## src/rtl/irq_debouncer.sv

```systemverilog
// rtl/irq_debouncer.sv - per-line two-flop synchronizer and consecutive-cycle debouncer for IRQ levels
// Defining IRQ_DEBOUNCER_MASK_EN adds irq_mask_bi, which forces masked output lines low.
module irq_debouncer #(
  parameter int IRQ_NUM_POW     = 4,
  parameter int DEBOUNCE_CYCLES = 4
) (
  input  logic                          clk_i,
  input  logic                          rst_i,
  input  logic [(2**IRQ_NUM_POW)-1:0]   irq_bi,
`ifdef IRQ_DEBOUNCER_MASK_EN
  input  logic [(2**IRQ_NUM_POW)-1:0]   irq_mask_bi,
`endif
  output logic [(2**IRQ_NUM_POW)-1:0]   irq_debounced_bo
);

  localparam int IRQ_NUM = 2 ** IRQ_NUM_POW;
  localparam int CW      = $clog2(DEBOUNCE_CYCLES + 1);
  localparam logic [CW-1:0] CNT_MAX = CW'(DEBOUNCE_CYCLES - 1);

  logic [IRQ_NUM-1:0] sync0_q, sync0_d;
  logic [IRQ_NUM-1:0] sync1_q, sync1_d;
  logic [IRQ_NUM-1:0] stable_q, stable_d;
  logic [CW-1:0]      cnt_q [IRQ_NUM];
  logic [CW-1:0]      cnt_d [IRQ_NUM];

  // cnt counts consecutive cycles sync1 disagrees with the accepted level; any agreement restarts it.
  always_comb begin
    sync0_d  = irq_bi;
    sync1_d  = sync0_q;
    stable_d = stable_q;
    for (int i = 0; i < IRQ_NUM; i++) begin
      cnt_d[i] = cnt_q[i];
      if (sync1_q[i] == stable_q[i]) begin
        cnt_d[i] = '0;
      end else if (cnt_q[i] == CNT_MAX) begin
        stable_d[i] = sync1_q[i];
        cnt_d[i]    = '0;
      end else begin
        cnt_d[i] = cnt_q[i] + CW'(1);
      end
    end
  end

  always_ff @(posedge clk_i) begin
    if (!rst_i) begin
      sync0_q  <= '0;
      sync1_q  <= '0;
      stable_q <= '0;
      for (int i = 0; i < IRQ_NUM; i++) begin
        cnt_q[i] <= '0;
      end
    end else begin
      sync0_q  <= sync0_d;
      sync1_q  <= sync1_d;
      stable_q <= stable_d;
      for (int i = 0; i < IRQ_NUM; i++) begin
        cnt_q[i] <= cnt_d[i];
      end
    end
  end

`ifdef IRQ_DEBOUNCER_MASK_EN
  // Unmasking a line already stable high yields a fresh rising edge for the adapter.
  assign irq_debounced_bo = stable_q & ~irq_mask_bi;
`else
  assign irq_debounced_bo = stable_q;
`endif

endmodule
```

## config.mk

```make
export PLATFORM = sky130hd
export DESIGN_NAME = irq_debouncer
export DESIGN_NICKNAME = d
export VERILOG_FILES = /design/src/rtl/irq_debouncer.sv
export SDC_FILE = /design/constraint.sdc
export NUM_CORES = 1
export LEC_CHECK = 0
export ABC_AREA = 1
export CAP_MARGIN = 20
export CORE_UTILIZATION = 51
export DETAILED_ROUTE_END_ITERATION = 8
export GPL_TIMING_DRIVEN = 0
export PLACE_DENSITY = 0.75
export SLEW_MARGIN = 20
export SYNTH_ARGS = -nofsm -noshare
export SYNTH_HDL_FRONTEND = slang
export SYNTH_SLANG_ARGS = --single-unit
```

## constraint.sdc

```tcl
create_clock -name clk_i -period 2 [get_ports clk_i]
set_input_delay 0.4 -clock clk_i [delete_from_list [all_inputs] [get_ports clk_i]]
set_output_delay 0.4 -clock clk_i [all_outputs]
set_load 0.03 [all_outputs]
```

**Word-level counts from Yosys, hierarchy flattened**

Memory sizes are Yosys's and may differ from the RTL's.
Index checks and enable logic that the tools add are counted.

- Bits of input ports: 18
- Flip-flop bits (word level): 48
- Memories: 1
- Bits in writable memories: 48

Memories:

| name | depth | width | rd ports | clocked after Yosys merged registers in | write ports | RTL line | text |
|---|---|---|---|---|---|---|---|
| cnt_q | 16 | 3 | 16 | 0 | 16 | 23 | `logic [CW-1:0] cnt_q [IRQ_NUM];` |

- $add $sub $neg: 16
- Multiplexer cells: 50
- Reduce and logical (&&, ||, !) cells: 16
- Bitwise logic cells: 32
- Eq/ne operators: 32

Operators with widths:

| cell | number |
|---|---|
| 3-bit two-way mux | 48 |
| 3-bit by 1-bit adder with 3-bit output (second input constant) | 16 |
| 3-bit by 2-bit == test with 1-bit output (second input constant) | 16 |
| 2-bit AND reduction | 16 |
| 1-bit == test | 16 |
| 1-bit inverter | 16 |
| 1-bit bitwise OR | 16 |
| 1-bit two-way mux | 2 |

**Longest topological paths before layout**

- Depth in word-level cells: 4
- Depth in mapped cells: 5
- Mapped depth without buffers: 5

**Worst setup path after synthesis**

No wires, ideal clock.

- Path kind: flip-flop to flip-flop
- Start point: mem cnt_q[0][0] in the netlist's numbering
- End point: mem cnt_q[0][0] in the netlist's numbering
- Stages on the path, launching flop included: 6
- Path slack: 1.001 ns
- Period minus slack after synthesis: 0.999 ns
- Arrival: 0.935 ns
- Path buffers: 0
- Path through: dfxtp_1 ha_1 ha_1 nor2_1 nand3_1 nor2_1

RTL lines:

| what | RTL line |
|---|---|
| start, declared | 23 |

**Worst setup path in the final report**

- Start point: reg stable_q[1], in the netlist irq_debounced_bo[1]
- End point: out irq_debounced_bo[1]

RTL lines:

| what | RTL line | text |
|---|---|---|
| start, declared | 22 | `logic [IRQ_NUM-1:0] stable_q, stable_d;` |
| start signal, assigned | 55 | `stable_q <= stable_d;` |
| end, declared | 13 | `output logic [(2**IRQ_NUM_POW)-1:0] irq_debounced_bo` |

No word-level cell between the ends.

==> flow_metrics.env <==
export IMPL_multiInputGateArea_sq_um=1120
export IMPL_hold_depth=2
export IMPL_critPathLaunchType="flop"
export IMPL_die_h_microns=84.2
export IMPL_antenna_cells=0
export IMPL_layout_setup_ws_ns=0.174
export IMPL_fmax_mhz=548
export IMPL_status="finished with violations"
export IMPL_io_buffers=33
export IMPL_grt_pass1_wl_mm=8.76
export IMPL_area_growth_synth_to_final_pct=18.8
export IMPL_clk_root_buffer_cell="clkbuf_8"
export IMPL_crit_fanout=4
export IMPL_post_route_period_util_pct=91.3
export IMPL_power_density_nw_per_um2=843
export IMPL_drt_wirelength_per_cell_microns=9.62
export IMPL_cts_tree="built"
export IMPL_final_util_pct=63.7
export IMPL_drive_above_1_share_pct=4.61
export IMPL_p_int_mw=2.75
export IMPL_drv_cap=0
export IMPL_gp_congestion=0.713
export IMPL_holdCritPathClass="reg2reg"
export IMPL_drt_total_wl_mm=5.13
export IMPL_vias=2368
export IMPL_reg2reg_depth=5
export IMPL_synth_top_area_share_pct=55.8
export IMPL_fin_crit_ns=1.83
export IMPL_syn_num_nets=457
export IMPL_worst_path_stages=1
export IMPL_clk_latency_ns=0.35
export IMPL_clkTransAtPathRegs_ns=0.09
export IMPL_cts_sinks=96
export IMPL_core_sq_um=6420
export IMPL_grt_max_degree=16
export IMPL_timing_slew_headroom_pct=69.5
export IMPL_power_frac_seq_pct=57.0
export IMPL_stdcell_count=533
export IMPL_dp_slack_ns=0.305
export IMPL_drt_initial_drc_count=59
export IMPL_drc=2
export IMPL_dr_pass1_iters=6
export IMPL_grt_overflow=0
export IMPL_pwr_share_comb_pct=3.7
export IMPL_finalHoldViolCount=0
export IMPL_maxSlewViolCount=0
export IMPL_dp_hpwl_mm=3.72
export IMPL_regArea_sq_um=1920
export IMPL_syn_area_sq_um=3440
export IMPL_p_clk_share_pct=39.3
export IMPL_crit_family="buffers and inverters"
export IMPL_routed_via_density=4.44
export IMPL_path_cells="clkdlybuf4s50_1"
export IMPL_grt_usage_pct=15.9
export IMPL_ys_seq_area_share_pct=55.8
export IMPL_crit_buf_inv=1
export IMPL_whs_ns=0.417
export IMPL_rows=29
export IMPL_clock_skew_ns=0.00619
export IMPL_dp_cells=517
export IMPL_io_pins=34
export IMPL_p_sw_share_pct=20.3
export IMPL_synth_area_top_cells="dfxtp_1 56%, ha_1 12%, inv_1 10%"
export IMPL_tns_ns=0
export IMPL_cts_buffer_depth=2
export IMPL_rsz0062_at_grt="no"
export IMPL_synth_cells=407
export IMPL_synth_ff_latch_count=96
export IMPL_ys_types=13
export IMPL_antenna_found_initial=0
export IMPL_grt_pass1_vias=2152
export IMPL_final_setup_viol_count=0
export IMPL_die_area_sq_um=7080
export IMPL_netlist_top_cell_by_area="dfxtp_1"
export IMPL_synth_area_per_cell_sq_um=8.46
export IMPL_cp_required_ns=1.60
export IMPL_cpPeakStageDelay_ns=0.69
export IMPL_critical_path_class="reg2out"
export IMPL_post_cts_resized=0
export IMPL_fillers=529
export IMPL_switching_power_mw=0.701
export IMPL_postCtsSetupBuffers=0
export IMPL_cp_arrival_ns=1.43
export IMPL_cts_made_buffers=9
export IMPL_initial_utilization_pct=53.6
export IMPL_ys_warn_count=0
export IMPL_ir_worst_vdd_mv=0.455
export IMPL_ctsHoldBuffers=0
export IMPL_crit_path_end_kind="output pin"
export IMPL_die_x_microns=84.2
export IMPL_slowest_stage="clkdlybuf4s50_1"
export IMPL_violations="DRC"
export IMPL_p_leak_nw=1.98
export IMPL_cts_max_level=3
export IMPL_ant_nets=0
export IMPL_tightest_slew_ns=0.457
export IMPL_nets=501
## final timing paths
kind,start,end,slack [ns]
hold reg to reg,sync0_q[7],sync1_q[7],0.42
setup reg to reg,cnt_q[1][18],cnt_q[1][20],0.82
setup / recovery,irq_debounced_bo[1],irq_debounced_bo[1],0.17
hold / removal,sync0_q[7],sync1_q[7],0.42
## state kept, by name, summed over array words and instances, names as in the netlist
register	cells
sync0_q	16
sync1_q	16
irq_debounced_bo	16
cnt_q	48
## routing by layer
layer	global-route usage, %	share of wire, %	wire (microns)
met5	0	0	0
met3	4.13	3.1	159
met1	18.0	47	2410
met2	28.4	48	2480
met4	7.05	1.6	84
## cell families (layout without fill, tap and decap cells)
kind of cell               after synthesis  after routing  share of synthesized area [%]
adders and majority gates               32             32                           11.6
DFF                                     96             96                           55.8
and+or+nand+nor                        144            144                           16.3
AOI/OAI and AO/OA                       32             32                           4.65
buffers and inverters                  103            152                           11.6
## layout make-up
| cell class | instances | share of cell area [%] |
|---|---|---|
| buffer | 6 | 0.857 |
| tap | 77 | 2.36 |
| clock buffer | 11 | 3.46 |
| timing repair buffer | 33 | 8.08 |
| clock inverter | 5 | 1.96 |
| inverter | 97 | 8.90 |
| sequential | 96 | 47.0 |
| multi-input combinational | 208 | 27.4 |
## cell usage in the layout, fill, tap and decap left out
cell              n
clkbuf_8         10
clkbuf_1          2
dfxtp_1          96
buf_2             3
ha_1             32
clkdlybuf4s50_1  33
clkinvlp_4        2
nand2_1          64
a21oi_1          16
clkbuf_2          1
clkinv_2          1
buf_6             1
inv_1            96
bufinv_16         2
inv_2             1
o21ai_0          16
nand3_1          16
nor2_1           64
## power groups by stage
stage	Sequential (mW)	Combinational, mW	Clock [mW]
after global placement	2.01	0.125	0
after global routing	1.97	0.150	1.47
after floorplan	2.01	0.0728	0
final	1.96	0.128	1.35
after detailed placement	2.01	0.130	0
after CTS	1.97	0.131	1.38
## Yosys cell counts
cell type	n
a21oi_1	16
buf_2	3
buf_6	1
clkbuf_1	1
clkbuf_2	1
dfxtp_1	96
ha_1	32
inv_1	96
inv_2	1
nand2_1	64
nand3_1	16
nor2_1	64
o21ai_0	16
## metrics by stage
step           total power [mW]  instance area (sq um)
3_3_place_gp               2.13                   3870
5_1_grt                    3.59                   4090
6_report                   3.45                   4090
2_1_floorplan              2.08                   3440
4_1_cts                    3.48                   4090
3_5_place_dp               2.14                   3870
No activity file was read; power rests on OpenSTA's default activity.
